## config.mk

```make
export PLATFORM = sky130hd
export DESIGN_NAME = bcd_scan_display
export DESIGN_NICKNAME = d
export VERILOG_FILES = /design/src/rtl/bcd_scan_display.sv
export SDC_FILE = /design/constraint.sdc
export NUM_CORES = 1
export LEC_CHECK = 0
export BUFFER_PORTS_ARGS = -buffer_cell sky130_fd_sc_hd__buf_2
export CORE_UTILIZATION = 43
export DETAILED_ROUTE_END_ITERATION = 7
export PLACE_DENSITY = 0.69
export SETUP_SLACK_MARGIN = 0.4
export SLEW_MARGIN = 10
export SYNTH_ARGS = -nofsm -noshare
export SYNTH_HDL_FRONTEND = slang
export SYNTH_SLANG_ARGS = --single-unit
```

## constraint.sdc

```tcl
create_clock -name clk -period 3.3 [get_ports clk]
set_clock_uncertainty 0.2 [all_clocks]
set_input_delay 0.33 -clock clk [delete_from_list [all_inputs] [get_ports clk]]
set_output_delay 0.33 -clock clk [all_outputs]
set_load 0.005 [all_outputs]
```

## src/rtl/bcd_scan_display.sv

```systemverilog
// Three-digit multiplexed common-anode 7-segment driver fed by a BCD converter.
// Optional leading-zero blanking is enabled by defining BCD_SCAN_LZB_EN.
module bcd_scan_display #(
   parameter int DIV_CYCLES = 50000,
   parameter int CNT_W      = 20
) (
   input  logic       clk,
   input  logic       rst_n,
   input  logic       load,
   input  logic [3:0] hundreds,
   input  logic [3:0] tens,
   input  logic [3:0] units,
   output logic [6:0] seg,
   output logic [2:0] an,
   output logic       pending,
   output logic       frame_done
);

   typedef enum logic [1:0] {S_U, S_T, S_H} state_t;

   state_t           r_state;
   logic [CNT_W-1:0] r_cnt;
   logic [3:0]       r_pend_h, r_pend_t, r_pend_u;
   logic [3:0]       r_act_h, r_act_t, r_act_u;
   logic             r_pending, r_frame_done;
   logic [6:0]       r_seg;
   logic [2:0]       r_an;

   logic             w_tc, w_frame, w_blank_t, w_blank_h;
   state_t           w_state_nx;
   logic [3:0]       w_act_h_nx, w_act_t_nx, w_act_u_nx;
   logic [6:0]       w_seg_nx;
   logic [2:0]       w_an_nx;

   function automatic logic [6:0] f_decode(input logic [3:0] d);
      case (d)
         4'd0:    f_decode = 7'h40;
         4'd1:    f_decode = 7'h79;
         4'd2:    f_decode = 7'h24;
         4'd3:    f_decode = 7'h30;
         4'd4:    f_decode = 7'h19;
         4'd5:    f_decode = 7'h12;
         4'd6:    f_decode = 7'h02;
         4'd7:    f_decode = 7'h78;
         4'd8:    f_decode = 7'h00;
         4'd9:    f_decode = 7'h10;
         default: f_decode = 7'h3F;
      endcase
   endfunction

   // Outputs are registered from next-state values so a new slot shows on the edge it begins.
   always_comb begin
      w_tc       = (r_cnt == CNT_W'(DIV_CYCLES - 1));
      w_frame    = w_tc && (r_state == S_H);
      w_state_nx = r_state;
      if (w_tc) begin
         case (r_state)
            S_U:     w_state_nx = S_T;
            S_T:     w_state_nx = S_H;
            default: w_state_nx = S_U;
         endcase
      end

      w_act_h_nx = r_act_h;
      w_act_t_nx = r_act_t;
      w_act_u_nx = r_act_u;
      if (w_frame && load) begin
         w_act_h_nx = hundreds;
         w_act_t_nx = tens;
         w_act_u_nx = units;
      end else if (w_frame && r_pending) begin
         w_act_h_nx = r_pend_h;
         w_act_t_nx = r_pend_t;
         w_act_u_nx = r_pend_u;
      end

`ifdef BCD_SCAN_LZB_EN
      w_blank_h = (w_act_h_nx == 4'd0);
      w_blank_t = (w_act_h_nx == 4'd0) && (w_act_t_nx == 4'd0);
`else
      w_blank_h = 1'b0;
      w_blank_t = 1'b0;
`endif

      case (w_state_nx)
         S_T: begin
            w_an_nx  = 3'b101;
            w_seg_nx = w_blank_t ? 7'h7F : f_decode(w_act_t_nx);
         end
         S_H: begin
            w_an_nx  = 3'b011;
            w_seg_nx = w_blank_h ? 7'h7F : f_decode(w_act_h_nx);
         end
         default: begin
            w_an_nx  = 3'b110;
            w_seg_nx = f_decode(w_act_u_nx);
         end
      endcase
   end

   always_ff @(posedge clk or negedge rst_n) begin
      if (!rst_n) begin
         r_state      <= S_U;
         r_cnt        <= '0;
         r_pend_h     <= 4'd0;
         r_pend_t     <= 4'd0;
         r_pend_u     <= 4'd0;
         r_act_h      <= 4'd0;
         r_act_t      <= 4'd0;
         r_act_u      <= 4'd0;
         r_pending    <= 1'b0;
         r_frame_done <= 1'b0;
         r_seg        <= 7'h7F;
         r_an         <= 3'b111;
      end else begin
         r_cnt        <= w_tc ? '0 : r_cnt + CNT_W'(1);
         r_state      <= w_state_nx;
         r_act_h      <= w_act_h_nx;
         r_act_t      <= w_act_t_nx;
         r_act_u      <= w_act_u_nx;
         r_frame_done <= w_frame;
         r_seg        <= w_seg_nx;
         r_an         <= w_an_nx;
         // A load on the boundary bypasses pending, so the flag clears either way.
         if (w_frame) begin
            r_pending <= 1'b0;
         end else if (load) begin
            r_pend_h  <= hundreds;
            r_pend_t  <= tens;
            r_pend_u  <= units;
            r_pending <= 1'b1;
         end
      end
   end

   assign seg        = r_seg;
   assign an         = r_an;
   assign pending    = r_pending;
   assign frame_done = r_frame_done;

endmodule
```

* After elaboration in Yosys (flattened, before gate mapping)
Memory sizes are Yosys's and may differ from the RTL's.
Index checks and enable logic that the tools add are counted.
** Word-level totals
- Register bits :: 58
- Memory bits (read-only) :: 336
- Input port bits :: 15
- Output and inout port bits :: 12
- Logic and storage cells :: 41
- Memories :: 3
** Operators by class
- $add $sub $neg :: 1
- Equal/unequal tests :: 5
- Multiplexer cells :: 13
- Bitwise operators :: 1
- Reductions and logical operators :: 6
** Memories
- (no name shown) :: depth 16, width 7, rd ports 1, clocked after memory_dff 0, write ports 0, RTL line 36 : case (d)
- (no name shown) :: depth 16, width 7, rd ports 1, clocked after memory_dff 0, write ports 0, RTL line 36
- (no name shown) :: depth 16, width 7, rd ports 1, clocked after memory_dff 0, write ports 0, RTL line 36
** Operator list (count)
- two-way mux 4 bit :: 6
- adder 20 x 1 -> 20 bit, second input constant :: 1
- equality test 20 x 16 -> 1 bit, second input constant :: 1
- two-way mux 20 bit :: 1
- one-hot mux 7 bit (2 select lines) :: 1
- one-hot mux 3 bit (2 select lines) :: 1
- equality test 2 x 1 -> 1 bit, second input constant :: 2
- equality test 2 bit, second input constant :: 2
- one-hot mux 2 bit (2 select lines) :: 1
- logical AND 1 bit :: 3
- logical NOT 2 bit :: 1
- two-way mux 1 bit :: 2
- two-way mux 2 bit :: 1
- AND reduction 2 bit :: 1
- nonzero test 2 bit :: 1
- inverter 1 bit :: 1

* Logic depth before layout (Yosys ltp)
Gate-level depths: netlist of run 1.
An unclocked memory read counts as a cell.
- Depth after elaboration :: 7
- Mapped depth :: 15
- Depth with buffers taken out :: 13

* Worst setup path after synthesis of run 1
OpenSTA, ideal clock, no wires.
- Kind :: reg-to-reg
- Start :: register r_cnt[0]
- End :: register r_seg[3], in the netlist seg[3]
- Arrival time :: 2.722 ns
- Required time :: 3.000 ns
- Setup slack :: 0.278 ns
- Cell stages (with the launch flop) :: 12
- Path buffers :: 1
- Clock period less this slack :: 3.022 ns
- Cell sequence :: dfrtp_1 -> ha_1 -> and3_1 -> nand3_2 -> nor2_2 -> buf_1 -> mux2i_1 -> inv_1 -> ha_1 -> inv_1 -> a21oi_1 -> a22oi_1
** Between the ends
- Elaborated cells between the ends (all ways) :: 17
- Those cells by class :: eq/ne (3); mux (8); reduce/logical (3); memory (3)
** RTL lines
- start: declaration :: RTL line 22 : logic [CNT_W-1:0] r_cnt;
- start signal: assignment :: RTL line 116 : r_cnt <= w_tc ? '0 : r_cnt + CNT_W'(1);
- equality test 20 x 16 -> 1 bit * :: RTL line 53 : w_tc = (r_cnt == CNT_W'(DIV_CYCLES - 1));
- two-way mux 2 bit * :: RTL line 56 : if (w_tc) begin
- via w_state_nx[1] :: RTL line 30 : state_t w_state_nx;
- equality test 2 bit or equality test 2 x 1 -> 1 bit (tied branches) :: RTL line 85 : case (w_state_nx)
- one-hot mux 7 bit (2 select lines) * :: RTL line 85
- via w_seg_nx[3] :: RTL line 32 : logic [6:0] w_seg_nx;
- end signal: assignment :: RTL line 122 : r_seg <= w_seg_nx;
- end: declaration :: RTL line 26 : logic [6:0] r_seg;
The timed path passes the listed nets; every way through them passes the cells marked *.
A chain may end at the register's enable or synchronous reset.

* Worst setup path in the final report of run 1
- Start :: register r_cnt[18]
- End :: register r_seg[4], in the netlist seg[4]
The elaborated chain is that of the path after synthesis.

==> metrics.md, run 1 <==
| Metric | Value |
|---|---|
| Status | finished, final reports clean |
| Ys Warns | 0 |
| Routed vias | 2568 |
| Die Height | 90.7 um |
| Setup TNS | 0 ns |
| Placer congestion estimate | slightly above 0.8 |
| Final wirelength | 7.86 mm |
| Max Freq | about 350 MHz |
| Largest net degree at the start of global routing | 41 |
| CP max FO | 6 |
| Slack of the critical path | 0.440 ns |
| Residual DRC count | 0 |
| Post-Syn Area | 3380 um2 |
| Synthesized Nets | 356 |
| Area grow syn2layout | 23.9% |
| Yosys reg bits | 58 |
| Leading cell type in the layout, fill and taps excluded | dfrtp_1 |
| Hold Path Class | primary input to flop |
| Final Cycle Share | 86.7% |
| HPWL after DPL | 5.27 mm |
| FILL cells | 643 |
| Initial Util | 45.7% |
| XOR/XNOR share of the synthesized area | 4.66% |
| Placement Rows | 31 |
| Worst Setup End Kind | flop |
| P per Cell Area | 395 nW/um2 |
| Synth Area in Adders | 8.51% |
| Synth Instances | ~320 |
| Dominant cell type by area after synthesis | dfrtp_1 |
| Total Routing Usage GR | 19.7% |
| Critical Path AT | roughly 2.9 ns |
| Post-synthesis mux area share | 7.44% |
| Drt pass-1 iters | 4 |
| Post-synthesis simple-gate area fraction | 18.3% |
| Commonest non-fill, non-tap cells in the layout | 43 x dfrtp_1, 29 x nor2_1, 26 x buf_2, 25 x buf_4, 22 x nand2_1 |
| Grt ovf | 0 |
| Vias per inst | around 5.4 |
| Clock Sinks | 58 |
| EDFF count, synth | 0 |
| Worst-Margin Slew | 0.911 ns |
| Share of post-route cells with drive strength above 1 | 38.6% |
| Cell variety after synth | about 60 |
| CTS tree | built |
| Crit Path Category | flop to flop |
| RSZ-0062 raised after global routing | true |
| P_leak | 1.89 nW |
| Share of flip-flops with an asynchronous set or reset | 100% |
| Final setup viols | 0 |
| Vias in the first global route | 2602 |
| Max Cap Viol | 0 |
| Fin. max-slew vios | 0 |
| Setup crit start kind | flop |
| Post-Place Worst Slack | 0.0649 ns |
| Post-synthesis sequential area ratio | around 43% |
| First-pass GRT wire length | 12.6 mm |
| Post-synth top area share | 35.5% |
| H-tree Lvls | 3 |
| Complex-gate fraction of the synthesized area | roughly an eighth |
| Total power | around 0.0017 W |
| Skew-Pair Late Insertion Delay | 0.34 ns |
| Main combinational cell family by area after synthesis | simple AND/OR/NAND/NOR gates |
| Io pins | 27 |
| Final instance area | around 4200 um2 |
| Post-route minimum period | 2.86 ns |
| Top post-synthesis cells by area | dfrtp_1 36%, ha_1 8.5%, dfstp_2 7.8% |
| Placed inst area | 3600 um2 |
| Clock transition at path regs | around 0.070 ns |
| Detail Route Antenna Nets | 0 |
| IO Port Bufs | 26 |
| Post-DR wirelength/cell | approximately 17 um |
| Maximum VDD drop | 0.000281 V |
| Core area | 7410 um2 |
| Final net count | 409 |
| Iter 0 DRT Violations | 138 |
| Die width | around 91 um |
| Critical path data required time | 3.36 ns |
| Max Buffers Root-to-Sink | 2 |
| CTS Buf Count | 9 |
| Count of final hold-check violations | 0 |
| Slew HR | 39.2% |
| CTS root buffer | clkbuf_8 |
| Post-synth top flop | dfrtp_1 |
| Diode count | 0 |
| Avg Inst Size Synth | 10.6 um2 |
| Initial antenna violation count | 0 |
| Die Footprint | 8220 um2 |
-- per-layer routing --
layer | vias up | routed length (um) | GRT usage (%)
met2 | 52 | 4150 | 34.6
met3 | 11 | 259 | 4.55
li1 | 1234 | - | -
met5 | - | 0 | 0
met4 | 0 | 127 | 7.66
met1 | 1271 | 3320 | 23.2
-- metrics by stage --
| stage | hold slack, ns | util [%] | std cells |
|---|---|---|---|
| 2_1_floorplan | -0.166 | - | 318 |
| 3_5_place_dp | 0.280 | 48.6 | 439 |
| 4_1_cts | 0.0206 | 53.7 | 460 |
| 5_1_grt | 0.0303 | 56.6 | 475 |
| 3_3_place_gp | 0.277 | 48.6 | 439 |
| 6_report | 0.0335 | 56.6 | 475 |
-- logic make-up (layout without fill, tap and decap cells) --
group,Yosys count,after routing
simple gates,110,110
buf+inv,37,95
flops,58,58
compound gates,49,49
mux,23,23
xor+xnor,18,18
fa+ha+maj,23,23
-- where the power goes --
part | internal, W | switching (W)
sequential | 0.000734 | 0.00000962
combinational | 0.0000385 | 0.0000495
clock | 0.000540 | 0.000286
total | 0.00131 | 0.000345
-- path summary, 6_finish.rpt --
check	start	to	slack, ns	cells after the start
max	r_cnt[18]$_DFF_PN0_	seg[4]$_DFF_PN1_	0.44	11
max in group asynchronous	rst_n	r_cnt[0]$_DFF_PN0_	1.64	3
max reg2reg	r_cnt[18]$_DFF_PN0_	seg[4]$_DFF_PN1_	0.44	11
min reg2reg	r_cnt[5]$_DFF_PN0_	r_cnt[5]$_DFF_PN0_	0.29	1
min	tens[3]	r_pend_t[3]$_DFFE_PN0P_	0.03	2
min in group asynchronous	rst_n	frame_done$_DFF_PN0_	0.46	2
-- timing repair --
item,in CTS,in global routing
hold buffers,1,0
gates cloned,0,0
pin swaps,3,16
endpoints found under the setup margin,7,7
gates resized for setup,21,26
hold endpoints to repair,29,0
buffers inserted,4,15
-- final cells by class --
class / count / area (um2) / area share (%)
Timing Repair Buffer: 55 / 370 / 8.84
Clock buffer: 11 / 151 / 3.61
Tap cell: 99 / 124 / 2.96
Clock inverter: 5 / 100 / 2.39
Multi-Input combinational cell: 223 / 1860 / 44.5
Inverter: 24 / 111 / 2.66
Sequential cell: 58 / 1470 / 35.1
-- synth_stat cells (9+ instances only) --
| cell | number |
|---|---|
| and3_1 | 10 |
| dfrtp_1 | 48 |
| dfstp_2 | 10 |
| ha_1 | 23 |
| inv_1 | 20 |
| mux2_2 | 13 |
| mux2i_1 | 9 |
| nand2_1 | 24 |
| nand3_1 | 14 |
| nor2_1 | 29 |
| xnor2_1 | 10 |
-- registers in the layout, indices dropped and copies added (netlist names) --
register and flops:
r_cnt 20, seg 7, r_act_h 4, r_act_t 4, r_act_u 4, r_pend_h 4, r_pend_t 4, r_pend_u 4
an 3, r_state 2, frame_done 1, pending 1
-- critical path: stages (launching register included) --
cell	delay [ns]
dfrtp_2	0.44
nor4_4	0.35
nand3_2	0.17
nor2_4	0.21
mux2i_4	0.30
inv_2	0.09
ha_4	0.32
clkinvlp_4	0.17
buf_4	0.19
a31oi_1	0.12
o21ai_0	0.10
o211ai_1	0.11
Power figures use the tool's default switching activity.
==> inputs of run 2 (changes only) <==
--- a/config.mk
+++ b/config.mk
@@ -8,2 +8,3 @@
 export BUFFER_PORTS_ARGS = -buffer_cell sky130_fd_sc_hd__buf_2
+export CORE_MARGIN = 4
 export CORE_UTILIZATION = 43
@@ -12,2 +13,3 @@
 export SETUP_SLACK_MARGIN = 0.4
+export SKIP_CTS_REPAIR_TIMING = 1
 export SLEW_MARGIN = 10
--- a/constraint.sdc
+++ b/constraint.sdc
@@ -4,2 +4,2 @@
 set_output_delay 0.33 -clock clk [all_outputs]
-set_load 0.005 [all_outputs]
+set_load 0.02 [all_outputs]
==> run 2 against run 1 <==
Against the previous run:
- flip-flop and latch count did not move
- register-to-register slack barely moved
- first-iteration DRC count decreased by 21%
- critical path type unchanged
- clock-buffer cell count rose by 1
- power shrank 15%
- sequential share of layout area is 0.39 points lower
- wire length rose by 1.6%
- die area rose by 14%
- hold slack improved by 0.0060 ns
- via count increased by 3.5%
- cell area rose by 1.0%
- worst setup slack worse by 0.0055 ns
==> metrics.md, run 2 (synthesis gave the netlist of run 1 again) <==
| Metric | Value |
|---|---|
| Worst r2r path cells | 11 (unchanged) |
| Placed inst area | 3600 um2 (about the same) |
| CTS root buffer | clkbuf_8 (unchanged) |
| Hold Path Class | primary input to flop (unchanged) |
| Sequential share of power | 52.6% (was 44.8%) |
| Critical Path AT | 2.92 ns (about the same) |
| Skew-Pair Late Insertion Delay | 0.34 ns (about the same) |
| Psw | 0.000336 W (was 0.000345 W) |
| Combinational share of power | 6.6% (was 5.3%) |
| Number of flip-flops in the largest register | 20 (unchanged) |
| Slew HR | 41.6% (was 39.2%) |
| Initial antenna violation count | 0 (unchanged) |
| P_leak | 1.88 nW (was 1.89 nW) |
| Die Footprint | 9350 um2 (was 8220 um2) |
| Slack of the critical path | 0.435 ns (was 0.440 ns) |
| Setup crit start kind | flop (unchanged) |
| Max Buffers Root-to-Sink | 2 (unchanged) |
| FF-to-FF setup slack | 0.43 ns (was 0.44 ns) |
| Fin. max-slew vios | 0 (unchanged) |
| Total Routing Usage GR | 16.7% (was 19.7%) |
| Clock share of power | 40.8% (was 49.8%) |
| Post-Place Worst Slack | 0.0346 ns (was 0.0649 ns) |
| RSZ-0062 raised after global routing | true (unchanged) |
| Count of final hold-check violations | 0 (unchanged) |
| Switching portion of total power | 23.8% (was 20.8%) |
| Post-DR wirelength/cell | 16.6 um (was 16.5 um) |
| Met3 Track Usage GR | 4.61% (was 4.55%) |
| Top reg by flops | r_cnt (unchanged) |
| Share of post-route cells with drive strength above 1 | 42.0% (was 38.6%) |
| Core area | 7690 um2 (was 7410 um2) |
| H-tree Lvls | 3 (unchanged) |
| Worst Setup End Kind | flop (unchanged) |
| P per Cell Area | 334 nW/um2 (was 395 nW/um2) |
| Diode count | 0 (unchanged) |
| Die width | 96.7 um (was 90.7 um) |
| Placement Rows | 32 (was 31) |
| Clock Sinks | 58 (unchanged) |
| Routed vias | 2658 (was 2568) |
| Drt pass-1 iters | 4 (unchanged) |
| Pint | 0.00108 W (was 0.00131 W) |
| Final setup viols | 0 (unchanged) |
| Met2 track demand over resource | 28.5% (was 34.6%) |
| Status | finished, final reports clean (unchanged) |
| Residual DRC count | 0 (unchanged) |
| Initial Util | 44.0% (was 45.7%) |
| Final wirelength | 7.98 mm (was 7.86 mm) |
| Largest net degree at the start of global routing | 41 (unchanged) |
| CTS tree | built (unchanged) |
| Iter 0 DRT Violations | 109 (was 138) |
| Post-route minimum period | 2.87 ns (was 2.86 ns) |
| Clock transition at path regs | 0.07 ns (about the same) |
| Critical path data required time | 3.35 ns (was 3.36 ns) |
| Max Cap Viol | 0 (unchanged) |
| FILL cells | 661 (was 643) |
| Worst Setup EP | seg[5]$_DFF_PN1_ (was seg[4]$_DFF_PN1_) |
| Placer congestion estimate | 0.938 (was 0.825) |
| Total power | 0.00141 W (was 0.00166 W) |
| Detail Route Antenna Nets | 0 (unchanged) |
| Vias per inst | 5.53 (was 5.41) |
| Max Freq | 349 MHz (was 350 MHz) |
| Crit Path Category | flop to flop (unchanged) |
| Maximum VDD drop | 0.000236 V (was 0.000281 V) |
| Final instance area | 4240 um2 (was 4190 um2) |
| Final Cycle Share | 86.8% (was 86.7%) |
| CP max FO | 8 (was 6) |
| First-pass GRT wire length | 12.5 mm (was 12.6 mm) |
| R2r startpoint | r_cnt[17]$_DFF_PN0_ (was r_cnt[18]$_DFF_PN0_) |
| Leading cell type in the layout, fill and taps excluded | dfrtp_1 (unchanged) |
| Reg-to-Reg End | seg[5]$_DFF_PN1_ (was seg[4]$_DFF_PN1_) |
| GR Util met1 | 20.2% (was 23.2%) |
| Area grow syn2layout | 25.2% (was 23.9%) |
| Vias in the first global route | 2595 (was 2602) |
| CTS Buf Count | 9 (unchanged) |
| Io pins | 27 (unchanged) |
| IO Port Bufs | 26 (unchanged) |
| Worst-Margin Slew | 0.876 ns (was 0.911 ns) |
| Final net count | 413 (was 409) |
| Setup crit start | r_cnt[17]$_DFF_PN0_ (was r_cnt[18]$_DFF_PN0_) |
| HPWL after DPL | 5.45 mm (was 5.27 mm) |
| Grt ovf | 0 (unchanged) |
| Commonest non-fill, non-tap cells in the layout | 44 x dfrtp_1, 30 x buf_4, 29 x nor2_1, 26 x buf_2, 24 x nand2_1 (was 43 x dfrtp_1, 29 x nor2_1, 26 x buf_2, 25 x buf_4, 22 x nand2_1) |
| Die Height | 96.7 um (was 90.7 um) |
| GRT busiest layer | met2 (unchanged) |
## run 2: cell types whose count changed in the layout (fill, tap and decap cells not counted), moves of 3 or more
cell / change
bufinv_16: -3
inv_2: +3
buf_4: +5
o221ai_2: -3
inv_1: -4
## run 2: area by class of cell
type	instances	area, um2	area share [%]
clock buffer	12	155	3.66
timing repair buffer	59	388	9.16
sequential	58	1470	34.7
inverter	24	119	2.81
clock inverter	3	15.0	0.355
tap	102	128	3.01
multi-input combinational	223	1960	46.3
## run 2: worst min path at each step
stage,startpoint,end,cells after the start,slack [ns]
2_1_floorplan,rst_n,frame_done$_DFF_PN0_,0,-0.17
3_3_place_gp,r_cnt[0]$_DFF_PN0_,r_cnt[0]$_DFF_PN0_,1,0.28
3_5_place_dp,r_cnt[19]$_DFF_PN0_,r_cnt[19]$_DFF_PN0_,1,0.29
4_1_cts,rst_n,r_pend_t[0]$_DFFE_PN0P_,1,-0.07
5_1_grt,hundreds[2],r_pend_h[2]$_DFFE_PN0P_,2,0.03
6_report,hundreds[2],r_pend_h[2]$_DFFE_PN0P_,2,0.04
## run 2: metal layers
layer,routed length [um],part of all wire (%)
met3,278,3.5
met1,3310,42
met2,4250,53
met5,0,0
met4,140,1.8
## run 2: worst max-delay path, stage by stage, from the launching register on
cell,delay (ns)
dfrtp_2,0.44
nor4_4,0.34
nand4b_1,0.20
nor2_4,0.29
buf_6,0.15
mux2i_2,0.22
nor2_1,0.10
buf_4,0.16
ha_1,0.20
mux2i_1,0.19
o31ai_2,0.10
a22oi_1,0.19
## run 2: metrics by stage
step | setup TNS (ns) | hold WS (ns) | cells | utilization [%]
finish | 0 | 0.0395 | 481 | 55.1
global route | 0 | 0.0339 | 481 | 55.1
CTS | -0.00133 | -0.0715 | 456 | 49.0
detailed placement | 0 | 0.293 | 441 | 46.8
global placement | 0 | 0.276 | 441 | 46.8
floorplan | 0 | -0.166 | 318 | -
## run 2: power groups by stage
stage               logic (W)  registers [W]  clock network [W]
floorplan           0.0000518       0.000757                  0
global placement    0.0000885       0.000755                  0
detailed placement  0.0000901       0.000755                  0
CTS                 0.0000905       0.000743           0.000591
global route         0.000103       0.000745           0.000625
finish              0.0000939       0.000743           0.000576
==> inputs of run 3 (changes only) <==
clock period = 3.6 ns   (was 3.3 ns; I/O delays follow)
==> run 3 against run 2 <==
Against the previous run:
- wire length down 5.8%
- die area unchanged
- maximum frequency down 6.0%
- critical path depth unchanged
- global-route usage down 0.10 points
- worst setup slack better by 0.12 ns
- sequential share of layout area up 2.3 points
- register-to-register slack better by 0.12 ns
- power down 0.32%
- critical endpoint is now seg[6]$_DFF_PN1_
- largest cell class unchanged
- largest power group unchanged
==> metrics.md, run 3 (synthesis gave the netlist of run 1 again) <==
| Metric | Value |
|---|---|
| Status | finished, final reports clean (unchanged) |
| Max Cap Viol | 0 (unchanged) |
| CTS tree | built (unchanged) |
| Initial Util | 44.0% (unchanged) |
| Skew-Pair Late Insertion Delay | 0.34 ns (about the same) |
| Post-DR wirelength/cell | 16.2 um (was 16.6 um) |
| Final Cycle Share | 84.7% (was 86.8%) |
| Residual DRC count | 0 (unchanged) |
| Fin. max-slew vios | 0 (unchanged) |
| Post-Place Worst Slack | 0.341 ns (was 0.0346 ns) |
| Commonest non-fill, non-tap cells in the layout | 48 x dfrtp_1, 29 x nor2_1, 26 x buf_2, 24 x nand2_1, 21 x ha_1 (was 44 x dfrtp_1, 30 x buf_4, 29 x nor2_1, 26 x buf_2, 24 x nand2_1) |
| First-pass GRT wire length | 12.6 mm (was 12.5 mm) |
| Vias per inst | 5.40 (was 5.53) |
| Critical path data required time | 3.66 ns (was 3.35 ns) |
| Hold Path Class | primary input to flop (unchanged) |
| Hold Crit Depth | 2 (unchanged) |
| Initial antenna violation count | 0 (unchanged) |
| Top reg by flops | r_cnt (unchanged) |
| Crit Path Category | flop to flop (unchanged) |
| Io pins | 27 (unchanged) |
| Max Buffers Root-to-Sink | 2 (unchanged) |
| Drt pass-1 iters | 4 (unchanged) |
| Number of flip-flops in the largest register | 20 (unchanged) |
| Core area | 7690 um2 (unchanged) |
| Total power | 0.00141 W (about the same) |
| Final Non-Filler Cells | 464 (was 481) |
| Clock transition at path regs | 0.07 ns (about the same) |
| Count of final hold-check violations | 0 (unchanged) |
| Maximum VDD drop | 0.000232 V (was 0.000236 V) |
| Area grow syn2layout | 17.2% (was 25.2%) |
| Placement Rows | 32 (unchanged) |
| Diode count | 0 (unchanged) |
| Slew HR | 42.5% (was 41.6%) |
| Vias in the first global route | 2545 (was 2595) |
| Share of post-route cells with drive strength above 1 | 30.4% (was 42.0%) |
| Placed cell count | 437 (was 441) |
| Max Freq | 328 MHz (was 349 MHz) |
| IO Port Bufs | 26 (unchanged) |
| Setup crit start kind | flop (unchanged) |
| CTS Buf Count | 9 (unchanged) |
| Grt ovf | 0 (unchanged) |
| Detail Route Antenna Nets | 0 (unchanged) |
| CTS root buffer | clkbuf_8 (unchanged) |
| Die width | 96.7 um (unchanged) |
| RSZ-0062 raised after global routing | false (was true) |
| Iter 0 DRT Violations | 131 (was 109) |
| H-tree Lvls | 3 (unchanged) |
| Routed vias | 2505 (was 2658) |
| Placer congestion estimate | 0.842 (was 0.938) |
| Worst Setup End Kind | flop (unchanged) |
| Final setup viols | 0 (unchanged) |
| Critical Path AT | 3.10 ns (was 2.92 ns) |
| Clock Sinks | 58 (unchanged) |
| P per Cell Area | 356 nW/um2 (was 334 nW/um2) |
| P_leak | 1.81 nW (was 1.88 nW) |
| Setup TNS | 0 ns (unchanged) |
| Worst r2r path cells | 11 (unchanged) |
| Die Footprint | 9350 um2 (unchanged) |
| Slack of the critical path | 0.551 ns (was 0.435 ns) |
| Largest net degree at the start of global routing | 38 (was 41) |
| Final wirelength | 7.52 mm (was 7.98 mm) |
| Leading cell type in the layout, fill and taps excluded | dfrtp_1 (unchanged) |
| Final net count | 395 (was 413) |
| Post-route minimum period | 3.05 ns (was 2.87 ns) |
| CP max FO | 11 (was 8) |
| Worst-Margin Slew | 0.863 ns (was 0.876 ns) |
| HPWL after DPL | 5.39 mm (was 5.45 mm) |
| Die Height | 96.7 um (unchanged) |
| Total Routing Usage GR | 16.6% (was 16.7%) |
==> run 3: cell count changes in the layout (fill, tap and decap cells not counted), sizes merged <==
cell,delta
clkinv,-1
buf,-18
inv,+1
bufinv,+1
==> run 3: stage by stage <==
step,hold WS (ns),util [%],area [um2]
floorplan,-0.136,-,3380
global placement,0.278,46.4,3570
detailed placement,0.286,46.4,3570
CTS,-0.0460,49.2,3780
global route,0.0458,51.5,3960
finish,0.0733,51.5,3960
==> run 3: critical path, cell delays in order, from the launching register on <==
cell,delay (ns)
dfrtp_1,0.43
nor4b_4,0.42
nand4b_4,0.16
or2_4,0.33
inv_6,0.14
a32oi_1,0.11
and3_2,0.30
inv_1,0.12
ha_1,0.18
mux2i_1,0.08
o32a_1,0.31
o22ai_1,0.18
==> run 3: area by class of cell <==
class / instances / area, um2
clock buffers: 12 / 165
clock inverters: 4 / 48.8
fillers: 728 / 3720
inverters: 24 / 109
multi-input cells: 223 / 1800
flip-flops and latches: 58 / 1460
well taps: 102 / 128
repair buffers: 41 / 245
==> run 3: worst paths after layout <==
kind | startpoint | to | slack (ns)
worst max register to register | r_cnt[13]$_DFF_PN0_ | seg[6]$_DFF_PN1_ | 0.55
worst min register to register | r_cnt[5]$_DFF_PN0_ | r_cnt[5]$_DFF_PN0_ | 0.30
max in group asynchronous | rst_n | seg[2]$_DFF_PN1_ | 1.85
worst max-delay path | r_cnt[13]$_DFF_PN0_ | seg[6]$_DFF_PN1_ | 0.55
worst min-delay path | tens[3] | r_pend_t[3]$_DFFE_PN0P_ | 0.07
min in group asynchronous | rst_n | r_pend_u[0]$_DFFE_PN0P_ | 0.47
==> run 3: routing by layer <==
metal / vias up / GRT usage, % / routed length (um)
li1: 1201 / - / -
met1: 1255 / 20.6 / 3420
met2: 41 / 27.7 / 3780
met3: 8 / 4.83 / 244
met4: 0 / 5.29 / 78
met5: - / 0 / 0
==> run 3: report_power, final <==
part	switching, W	internal [W]	leakage [nW]
logic	0.0000487	0.0000342	1.01
registers	0.00000848	0.000672	0.688
clock network	0.000270	0.000375	0.112
